`src/rtl/mmio_console_tx_pkg.sv`:
```
// rtl/mmio_console_tx_pkg.sv - UART state encodings, register offsets and STATUS bit positions
package mmio_console_tx_pkg;

   typedef enum logic [1:0] {
      UART_IDLE  = 2'd0,
      UART_START = 2'd1,
      UART_DATA  = 2'd2,
      UART_STOP  = 2'd3
   } uart_state_t;

   localparam logic [2:0] CON_TXDATA_OFS = 3'h0;
   localparam logic [2:0] CON_STATUS_OFS = 3'h4;

   localparam int STAT_FULL_BIT  = 0;
   localparam int STAT_EMPTY_BIT = 1;
   localparam int STAT_BUSY_BIT  = 2;
   localparam int STAT_OVF_BIT   = 3;
   localparam int STAT_COUNT_LSB = 8;

endpackage

```
`src/rtl/sync_fifo.sv`:
```
// rtl/sync_fifo.sv - single-clock FIFO; a push into a full FIFO is accepted only alongside a pop
module sync_fifo #(
   parameter int WIDTH = 8,
   parameter int DEPTH = 8
) (
   input  logic                     i_clk,
   input  logic                     i_rst,
   input  logic                     i_push,
   input  logic [WIDTH-1:0]         i_push_data,
   input  logic                     i_pop,
   output logic [WIDTH-1:0]         o_pop_data,
   output logic                     o_push_ok,
   output logic                     o_full,
   output logic                     o_empty,
   output logic [$clog2(DEPTH):0]   o_count
);
   localparam int AW = $clog2(DEPTH);
   localparam logic [AW:0] FULL_CNT = DEPTH[AW:0];

   logic [WIDTH-1:0] r_mem [DEPTH];
   logic [AW-1:0]    r_wr_ptr;
   logic [AW-1:0]    r_rd_ptr;
   logic [AW:0]      r_count;
   logic             w_pop_ok;
   logic             w_push_ok;

   assign w_pop_ok  = i_pop && (r_count != '0);
   assign w_push_ok = i_push && ((r_count != FULL_CNT) || w_pop_ok);

   always_ff @(posedge i_clk or posedge i_rst) begin
      if (i_rst) begin
         r_wr_ptr <= '0;
         r_rd_ptr <= '0;
         r_count  <= '0;
      end else begin
         if (w_push_ok) r_wr_ptr <= r_wr_ptr + 1'b1;
         if (w_pop_ok)  r_rd_ptr <= r_rd_ptr + 1'b1;
         case ({w_push_ok, w_pop_ok})
            2'b10:   r_count <= r_count + 1'b1;
            2'b01:   r_count <= r_count - 1'b1;
            default: r_count <= r_count;
         endcase
      end
   end

   // Storage needs no reset: entries are only read once the count says they are valid.
   always_ff @(posedge i_clk) begin
      if (w_push_ok) r_mem[r_wr_ptr] <= i_push_data;
   end

   assign o_pop_data = r_mem[r_rd_ptr];
   assign o_push_ok  = w_push_ok;
   assign o_full     = (r_count == FULL_CNT);
   assign o_empty    = (r_count == '0);
   assign o_count    = r_count;

endmodule

```
`src/rtl/mmio_console_tx.sv`:
```
// rtl/mmio_console_tx.sv - memory-mapped TXDATA/STATUS window feeding a byte FIFO and a UART 8N1 sender
module mmio_console_tx
   import mmio_console_tx_pkg::*;
#(
   parameter logic [31:0] BASE_ADDR    = 32'h1000_0000,
   parameter int          CLKS_PER_BIT = 16,
   parameter int          FIFO_DEPTH   = 8
) (
   input  logic        i_clk,
   input  logic        i_rst,
   input  logic [31:0] i_mem_addr,
   input  logic [31:0] i_mem_wdata,
   input  logic        i_mem_we,
   input  logic        i_mem_re,
   output logic        o_mem_hit,
   output logic [31:0] o_mem_rdata,
   output logic        o_uart_tx,
   output logic        o_tx_busy
);
   localparam int AW       = $clog2(FIFO_DEPTH);
   localparam int CW       = $clog2(CLKS_PER_BIT);
   localparam int LAST_CNT = CLKS_PER_BIT - 1;

   uart_state_t   r_state;
   logic [CW-1:0] r_bit_cnt;
   logic [2:0]    r_bit_idx;
   logic [7:0]    r_shift;
   logic          r_tx;
   logic          r_ovf;

   logic          w_hit;
   logic          w_sel_status;
   logic          w_push;
   logic          w_pop;
   logic          w_push_ok;
   logic          w_ovf_clr;
   logic          w_full;
   logic          w_empty;
   logic [AW:0]   w_count;
   logic [7:0]    w_pop_data;
   logic          w_bit_end;
   logic          w_busy;
   logic [31:0]   w_status;
   logic [31:0]   w_rdata;
   logic          w_unused;

   assign w_hit        = (i_mem_addr[31:3] == BASE_ADDR[31:3]);
   assign w_sel_status = (i_mem_addr[2] == CON_STATUS_OFS[2]);
   assign w_push       = i_mem_we && w_hit && !w_sel_status;
   assign w_ovf_clr    = i_mem_we && w_hit && w_sel_status && i_mem_wdata[STAT_OVF_BIT];
   assign w_pop        = (r_state == UART_IDLE) && !w_empty;
   assign w_bit_end    = (r_bit_cnt == LAST_CNT[CW-1:0]);
   assign w_busy       = (r_state != UART_IDLE) || !w_empty;
   assign w_unused     = &{1'b0, i_mem_addr[1:0], i_mem_wdata[31:8]};

   sync_fifo #(
      .WIDTH (8),
      .DEPTH (FIFO_DEPTH)
   ) u_tx_fifo (
      .i_clk       (i_clk),
      .i_rst       (i_rst),
      .i_push      (w_push),
      .i_push_data (i_mem_wdata[7:0]),
      .i_pop       (w_pop),
      .o_pop_data  (w_pop_data),
      .o_push_ok   (w_push_ok),
      .o_full      (w_full),
      .o_empty     (w_empty),
      .o_count     (w_count)
   );

   // A rejected push sets ovf and outranks a clear arriving in the same cycle.
   always_ff @(posedge i_clk or posedge i_rst) begin
      if (i_rst)                      r_ovf <= 1'b0;
      else if (w_push && !w_push_ok)  r_ovf <= 1'b1;
      else if (w_ovf_clr)             r_ovf <= 1'b0;
   end

   always_comb begin
      w_status = '0;
      w_status[STAT_FULL_BIT]  = w_full;
      w_status[STAT_EMPTY_BIT] = w_empty;
      w_status[STAT_BUSY_BIT]  = w_busy;
      w_status[STAT_OVF_BIT]   = r_ovf;
      w_status[STAT_COUNT_LSB +: AW+1] = w_count;
   end

   always_comb begin
      w_rdata = '0;
      if (i_mem_re && w_hit && w_sel_status) w_rdata = w_status;
   end

   // The line register follows the state one cycle late, so a frame starts two cycles after its push.
   always_ff @(posedge i_clk or posedge i_rst) begin
      if (i_rst) begin
         r_state   <= UART_IDLE;
         r_bit_cnt <= '0;
         r_bit_idx <= '0;
         r_shift   <= '0;
         r_tx      <= 1'b1;
      end else begin
         case (r_state)
            UART_IDLE: begin
               r_tx <= 1'b1;
               if (!w_empty) begin
                  r_shift   <= w_pop_data;
                  r_bit_cnt <= '0;
                  r_bit_idx <= '0;
                  r_state   <= UART_START;
               end
            end
            UART_START: begin
               r_tx <= 1'b0;
               if (w_bit_end) begin
                  r_bit_cnt <= '0;
                  r_state   <= UART_DATA;
               end else begin
                  r_bit_cnt <= r_bit_cnt + 1'b1;
               end
            end
            UART_DATA: begin
               r_tx <= r_shift[0];
               if (w_bit_end) begin
                  r_bit_cnt <= '0;
                  r_shift   <= {1'b0, r_shift[7:1]};
                  r_bit_idx <= r_bit_idx + 1'b1;
                  if (r_bit_idx == 3'd7) r_state <= UART_STOP;
               end else begin
                  r_bit_cnt <= r_bit_cnt + 1'b1;
               end
            end
            UART_STOP: begin
               r_tx <= 1'b1;
               if (w_bit_end) begin
                  r_bit_cnt <= '0;
                  r_state   <= UART_IDLE;
               end else begin
                  r_bit_cnt <= r_bit_cnt + 1'b1;
               end
            end
            default: r_state <= UART_IDLE;
         endcase
      end
   end

   assign o_mem_hit   = w_hit;
   assign o_mem_rdata = w_rdata;
   assign o_uart_tx   = r_tx;
   assign o_tx_busy   = w_busy;

endmodule
```
`config.mk`:
```
export PLATFORM = sky130hd
export DESIGN_NAME = mmio_console_tx
export DESIGN_NICKNAME = d
export VERILOG_FILES = /design/src/rtl/mmio_console_tx_pkg.sv /design/src/rtl/sync_fifo.sv /design/src/rtl/mmio_console_tx.sv
export SDC_FILE = /design/constraint.sdc
export NUM_CORES = 1
export LEC_CHECK = 0
export ABC_AREA = 1
export CAP_MARGIN = 20
export CORE_MARGIN = 2
export CORE_UTILIZATION = 30
export DETAILED_ROUTE_END_ITERATION = 8
export MAX_ROUTING_LAYER = met4
export PLACE_DENSITY_LB_ADDON = 0.12
export SETUP_SLACK_MARGIN = 0.4
export SYNTH_ARGS = -nofsm -noshare
export SYNTH_HDL_FRONTEND = slang
export SYNTH_SLANG_ARGS = --single-unit
export TNS_END_PERCENT = 10
```
`constraint.sdc`:
```
create_clock -name i_clk -period 2.69 [get_ports i_clk]
set_input_delay 0.4035 -clock i_clk [delete_from_list [all_inputs] [get_ports i_clk]]
set_output_delay 0.4035 -clock i_clk [all_outputs]
set_load 0.01 [all_outputs]
```
==> results of run 1 <==
-- cell usage after synthesis (all sizes together) --
library cell  number  share of area, %
a21o               1              0.16
a21oi              1              0.11
a22o               1              0.19
buf               32               5.1
clkbuf             6              0.49
clkinv             1             0.082
conb               1             0.082
dfrtp             28                15
dfstp              1              0.57
edfxtp            64                42
ha                12               3.3
inv               37               3.0
nand2             83               6.9
nand3             30               3.4
nand4              9               1.6
nor2             106               9.2
o211ai            17               2.8
o21ai             39               4.3
o31ai              1              0.16
or2                2              0.27
xnor2              1              0.19
xor2               5              0.96
-- registers in the layout, indices dropped and copies added (netlist names) --
name,cells
r_bit_cnt,4
r_bit_idx,3
r_ovf,1
r_state,2
o_uart_tx,1
u_tx_fifo.r_rd_ptr,3
u_tx_fifo.r_mem,64
u_tx_fifo.o_count,4
u_tx_fifo.r_wr_ptr,3
r_shift,8
-- path summary, 6_finish.rpt --
check | to | slack [ns] | from | cells past startpoint
max reg2reg | u_tx_fifo.o_count[2] | 0.52 | u_tx_fifo.o_count[1] | 11
max in group asynchronous | o_uart_tx | 1.92 | i_rst | 3
min in group i_clk | r_shift[7] | 0.48 | r_shift[7] | 2
max | u_tx_fifo.o_count[2] | 0.52 | u_tx_fifo.o_count[1] | 11
min | r_bit_idx[2] | 0.45 | i_rst | 3
min reg2reg | r_shift[7] | 0.48 | r_shift[7] | 2
-- final cells by class --
class,count,area (um2)
multi-input cells,332,1710
clock inverters,7,57.6
flip-flops and latches,93,2650
clock buffers,9,225
inverters,38,146
well taps,188,235
fillers,1522,9250
repair buffers,83,815
-- cell usage in the layout (no fill, tap or decap), types with 5 or more instances in the layout --
| cell type | instances |
|---|---|
| sky130_fd_sc_hd__buf_4 | 31 |
| sky130_fd_sc_hd__clkbuf_16 | 9 |
| sky130_fd_sc_hd__clkdlybuf4s50_1 | 14 |
| sky130_fd_sc_hd__conb_1 | 24 |
| sky130_fd_sc_hd__dfrtp_1 | 27 |
| sky130_fd_sc_hd__dlygate4sd2_1 | 5 |
| sky130_fd_sc_hd__dlymetal6s2s_1 | 29 |
| sky130_fd_sc_hd__edfxtp_1 | 64 |
| sky130_fd_sc_hd__ha_1 | 9 |
| sky130_fd_sc_hd__inv_1 | 29 |
| sky130_fd_sc_hd__inv_2 | 7 |
| sky130_fd_sc_hd__nand2_1 | 80 |
| sky130_fd_sc_hd__nand3_1 | 27 |
| sky130_fd_sc_hd__nand4_1 | 6 |
| sky130_fd_sc_hd__nor2_1 | 98 |
| sky130_fd_sc_hd__nor2_2 | 6 |
| sky130_fd_sc_hd__o211ai_1 | 17 |
| sky130_fd_sc_hd__o21ai_0 | 37 |
-- power by group through the flow --
stage,registers (uW),clock network (uW),logic (uW)
after floorplan,1560,0,62.8
after global placement,1560,0,121
after detailed placement,1560,0,124
after CTS,1530,1260,124
after global routing,1530,1320,134
final,1530,1220,119
-- per-stage QoR --
stage               TNS, ns  instance area [um2]  power (uW)  std cells  setup WS, ns
floorplan                 0                 4680        1630        501         0.421
global placement    -0.0172                 5330        1680        723       -0.0172
detailed placement  -0.0556                 5330        1690        723       -0.0556
CTS                       0                 5610        2920        739         0.297
global route              0                 5840        2990        750         0.423
finish                    0                 5840        2880        750         0.522
-- kinds of logic after synthesis --
logic type | synth area share, %
buffers and inverters | 8.66
adders and majority gates | 3.28
xor gates and xnor gates | 1.15
DFF | 57.8
other | 0.0818
and+or+nand+nor | 21.4
AOI/OAI and AO/OA | 7.67
-- metal layers --
layer | GRT usage [%] | vias to the layer above | part of all wire [%]
met4 | 4.72 | 0 | 1.2
met1 | 17.2 | 1608 | 45
met3 | 2.51 | 11 | 2.5
li1 | - | 1708 | -
met5 | - | - | 0
met2 | 23.4 | 57 | 51
-- critical path: stages (launching register included) --
cell                         delay [ns]
sky130_fd_sc_hd__dfrtp_2           0.45
sky130_fd_sc_hd__nor2_4            0.15
sky130_fd_sc_hd__nand3_1           0.14
sky130_fd_sc_hd__nand2_2           0.13
sky130_fd_sc_hd__clkinvlp_4        0.13
sky130_fd_sc_hd__ha_4              0.19
sky130_fd_sc_hd__xor2_2            0.15
sky130_fd_sc_hd__ha_2              0.18
sky130_fd_sc_hd__a21o_1            0.15
sky130_fd_sc_hd__or2_2             0.28
sky130_fd_sc_hd__nand3_2           0.07
sky130_fd_sc_hd__o21ai_2           0.05
-- timing repair --
item,in CTS,in global routing
resized for setup,10,54
setup buffers,0,11
pin swaps,0,29
hold buffers,0,0
setup endpoints to repair,10,11
==> flow_summary_export.csv, run 1 <==
group,metric,value,unit
status,outcome,"complete, no violations",
yosys,yosys_warnings,0,
detailed_routing,wl,10600,um
detailed_routing,dr_pass1_iterations,6,
yosys,synth.ff_latch_count,93,
power,intPower,2230,uW
timing,fmaxAchievable,461,MHz
cts,tritoncts,"yes",
timing,report.final.setup_viol,0,
yosys,synth.yosys.seq_area_share,57.8,%
detailed_routing,avgViaCountPerCell,4.51,
power,power.clock.fraction,42.6,%
detailed_routing,post-route-drc-count,0,
timing,min_period,2.17,ns
detailed_routing,route.detailed.wl_per_inst,14.1,um
cts,clk_latency,0.34,ns
floorplanning,die_area,16300,um2
yosys,ys_types,32,
power,worst_vdd_rail_ir_drop,0.294,mV
yosys,postSynthCellCount,478,
placement,dp_hpwl,6850,um
floorplanning,number_of_placed_i_o_pins,103,
power,cellPowerDensity,493,nW/um2
floorplanning,die_w,128,um
setup_path,timing.critical_path.required,2.92,ns
detailed_routing,drt_iter0_drc,139,
finish,layout-drive-gt1-share,14.4,%
cts,clockBufferDepth,2,
cts,htree_num_levels,3,
floorplanning,placeableCoreArea,15100,um2
power,pwr-share-comb,4.2,%
floorplanning,floorplan.initialDensity,30.4,%
grt,number_of_global_route_vias_before_repair,3254,
timing,grt_setup_unrepaired,"false",
timing,slew_viol_final,0,
cts,cts_inserted_buffers,9,
finish,antenna_cells_inserted,0,
power,leakagePower,0.00260,uW
cts,path_clk_slew,0.07,ns
setup_path,end_kind,"flop",
finish,layout.core_utilization,38.7,%
yosys,syn-cell-area,4580,um2
cts,clockRootBuffer,"sky130_fd_sc_hd__clkbuf_16",
placement,io_buffers,52,
finish,fin_nets,637,
placement,gp_routability_congestion,0.792,
grt,grt_first_pass_wirelength,17000,um
timing,timing.final.hold_violations,0,
timing,max_slew.worst_pin.slew,0.578,ns
floorplanning,chipHeight,128,um
timing,finalClockSkew,0.00904,ns
timing,post_route_fraction_of_the_period_consumed_by_the_critical_path,80.6,%
power,seq_power_share,53.2,%
grt,gr-total-overflow,0,
hold_path,class_of_the_tightest_hold_or_removal_check,"in -> async",
timing,hold-worst-slack,0.449,ns
timing,slew_headroom,61.4,%
finish,area_growth_syn_to_layout,27.4,%
detailed_routing,antenna_left,0,
power,power_switching_share,22.5,%
floorplanning,placement_rows,45,
run,drv_cap,0,
setup_path,crit_type,"reg -> reg",
grt,grt_max_degree,35,
grt,antenna_found_initial,0,
setup_path,worst_setup_path_start_kind,"flop",
power,switchingPower,648,uW
setup_path,worst_ep_arrival_time,2.39,ns
yosys,syn_avg_cell_area,9.59,um2
detailed_routing,route.vias.total,3384,
cts,cts.sinks,93,
grt,grtUsageTotal,14.0,%
setup_path,critical_path_peak_fanout,4,
Power figures use the tool's default switching activity.
==> inputs of run 2 (changes only) <==
==> constraint.sdc (replaced) <==
create_clock -name i_clk -period 2.3 [get_ports i_clk]
set_input_delay 0.345 -clock i_clk [delete_from_list [all_inputs] [get_ports i_clk]]
set_output_delay 0.345 -clock i_clk [all_outputs]
set_load 0.01 [all_outputs]
==> flow_summary_export.csv, run 2 (synthesis gave the netlist of run 1 again) <==
group,metric,value,unit
floorplanning,chipHeight,128,um
timing,hold-worst-slack,0.371,ns
grt,number_of_global_route_vias_before_repair,3415,
detailed_routing,antenna_left,0,
timing,min_period,2.09,ns
setup_path,reg_to_reg_endpoint,"u_tx_fifo.o_count[2]",
run,drv_cap,0,
status,outcome,"complete, no violations",
finish,largest_reg_flops,64,
setup_path,worst_ep_arrival_time,2.33,ns
detailed_routing,drt_iter0_drc,160,
placement,dp_hpwl,7070,um
power,intPower,2930,uW
setup_path,crit_type,"reg -> reg",
cts,cts_inserted_buffers,9,
power,leakagePower,0.00251,uW
floorplanning,placement_rows,45,
floorplanning,floorplan.initialDensity,30.4,%
cts,cts.sinks,93,
setup_path,worst_r2r_startpoint,"r_state[1]",
setup_path,timing.critical_path.required,2.54,ns
timing,slew_headroom,61.2,%
finish,fin_nets,659,
setup_path,end_kind,"flop",
finish,antenna_cells_inserted,0,
cts,htree_num_levels,3,
cts,clockRootBuffer,"sky130_fd_sc_hd__clkbuf_16",
timing,finalClockSkew,0.00938,ns
floorplanning,placeableCoreArea,15100,um2
floorplanning,number_of_placed_i_o_pins,103,
detailed_routing,dr_pass1_iterations,4,
cts,holdBufCountCts,0,
detailed_routing,post-route-drc-count,0,
grt,grt_max_degree,35,
finish,layout.cells.most_common,"sky130_fd_sc_hd__nor2_1",
timing,post_route_fraction_of_the_period_consumed_by_the_critical_path,90.8,%
timing,timing.final.hold_violations,0,
power,power_switching_share,19.8,%
grt,grtUsageTotal,14.6,%
cts,clk_latency,0.35,ns
floorplanning,die_area,16300,um2
placement,io_buffers,52,
finish,regMostFlops,"u_tx_fifo.r_mem",
cts,path_clk_slew,0.07,ns
detailed_routing,wl,10700,um
finish,final_cell_mix,"93 x sky130_fd_sc_hd__nor2_1, 80 x sky130_fd_sc_hd__nand2_1, 64 x sky130_fd_sc_hd__edfxtp_1",
timing,grt_setup_unrepaired,"true",
finish,layout-drive-gt1-share,20.8,%
cts,tritoncts,"yes",
detailed_routing,route.detailed.wl_per_inst,13.9,um
setup_path,critical_path_peak_fanout,3,
cts,clockBufferDepth,2,
timing,fmaxAchievable,479,MHz
timing,report.final.setup_viol,0,
finish,layout_top_registers,"u_tx_fifo.r_mem x64, r_shift x8",
finish,area_growth_syn_to_layout,30.8,%
timing,slew_viol_final,0,
power,p_total,3660,uW
power,cellPowerDensity,610,nW/um2
placement,gp_routability_congestion,0.771,
setup_path,reg2regPathDepth,12,
grt,antenna_found_initial,0,
power,worst_vdd_rail_ir_drop,0.475,mV
hold_path,class_of_the_tightest_hold_or_removal_check,"in -> async",
power,seq_power_share,49.0,%
grt,gr-total-overflow,0,
detailed_routing,route.vias.total,3433,
setup_path,ff2ff_setup_slack,0.21,ns
power,power.clock.fraction,46.9,%
setup_path,worst_setup_path_start_kind,"flop",
timing,max_slew.worst_pin.slew,0.581,ns
power,switchingPower,723,uW
floorplanning,die_w,128,um
detailed_routing,avgViaCountPerCell,4.45,
grt,grt_first_pass_wirelength,17500,um
power,pwr-share-comb,4.1,%
[run 2: cell count changes in the layout (fill, tap and decap cells not counted), moves of 5 or more]
cell	previous run	this run
sky130_fd_sc_hd__dlymetal6s2s_1	29	1
sky130_fd_sc_hd__clkdlybuf4s15_1	3	21
sky130_fd_sc_hd__buf_4	31	43
sky130_fd_sc_hd__buf_6	0	11
sky130_fd_sc_hd__clkbuf_2	1	8
sky130_fd_sc_hd__buf_2	0	5
sky130_fd_sc_hd__nor2_1	98	93
[run 2: worst max-delay path: stages, from the launching register on]
cell                      delay (ns)
sky130_fd_sc_hd__dfrtp_1        0.39
sky130_fd_sc_hd__inv_2          0.08
sky130_fd_sc_hd__ha_4           0.17
sky130_fd_sc_hd__inv_4          0.03
sky130_fd_sc_hd__nand4_1        0.16
sky130_fd_sc_hd__nand3_4        0.12
sky130_fd_sc_hd__ha_4           0.19
sky130_fd_sc_hd__xor2_2         0.18
sky130_fd_sc_hd__ha_2           0.17
sky130_fd_sc_hd__a21o_1         0.16
sky130_fd_sc_hd__or2_4          0.22
sky130_fd_sc_hd__nand3_2        0.05
sky130_fd_sc_hd__o21ai_1        0.05
[run 2: power by group through the flow]
stage | clock network [uW] | registers, uW | logic (uW)
2_1_floorplan | 0 | 1830 | 73.7
3_3_place_gp | 0 | 1830 | 143
3_5_place_dp | 0 | 1830 | 145
4_1_cts | 1770 | 1790 | 144
5_1_grt | 1840 | 1790 | 167
6_report | 1710 | 1790 | 149
[run 2: layout make-up]
cell class	instances	area [um2]
multi-input combinational	332	1720
sequential	93	2650
clock inverter	6	119
tap	188	235
fill	1526	9100
inverter	38	150
clock buffer	9	225
timing repair buffer	105	891
[run 2: repair_timing]
action | 4_1_cts | 5_1_grt
buffers inserted | 20 | 4
gates resized for setup | 89 | 39
setup endpoints to repair | 78 | 70
pin swaps | 39 | 40
[run 2: layer usage]
metal | track usage (%) | vias up | routed length, um
met2 | 25.0 | 55 | 5600
li1 | - | 1757 | -
met5 | - | - | 0
met1 | 16.9 | 1611 | 4640
met4 | 4.72 | 0 | 148
met3 | 3.43 | 10 | 311
[run 2: worst max-delay path by stage]
stage	endpoint	slack, ns	cells after the start	startpoint
after floorplan	u_tx_fifo.o_count[2]	0.14	12	r_state[1]
after global placement	u_tx_fifo.o_count[2]	-0.29	15	i_mem_addr[28]
after detailed placement	u_tx_fifo.o_count[2]	-0.32	15	i_mem_addr[28]
after CTS	u_tx_fifo.o_count[2]	0.20	12	r_state[0]
after global routing	u_tx_fifo.o_count[2]	0.12	12	r_state[1]
final	u_tx_fifo.o_count[2]	0.21	12	r_state[1]
[run 2: through the flow]
| step | instances | setup TNS [ns] | utilization [%] | instance area [um2] | worst slack, ns |
|---|---|---|---|---|---|
| floorplan | 501 | 0 | - | 4710 | 0.145 |
| finish | 771 | 0 | 39.7 | 5990 | 0.212 |
| global placement | 732 | -5.31 | 36.0 | 5430 | -0.293 |
| detailed placement | 732 | -4.10 | 36.0 | 5430 | -0.315 |
| CTS | 767 | 0 | 39.4 | 5950 | 0.196 |
| global route | 771 | 0 | 39.7 | 5990 | 0.123 |
==> inputs of run 3 (changes only) <==
--- a/config.mk
+++ b/config.mk
@@ -6,6 +6,7 @@
 export NUM_CORES = 1
 export LEC_CHECK = 0
 export ABC_AREA = 1
+export ABC_CLOCK_PERIOD_IN_PS = 2300
 export CAP_MARGIN = 20
 export CORE_MARGIN = 2
 export CORE_UTILIZATION = 30
==> results of run 3 <==
Same layout as run 2: the final DEF is identical, and so are final timing and power.
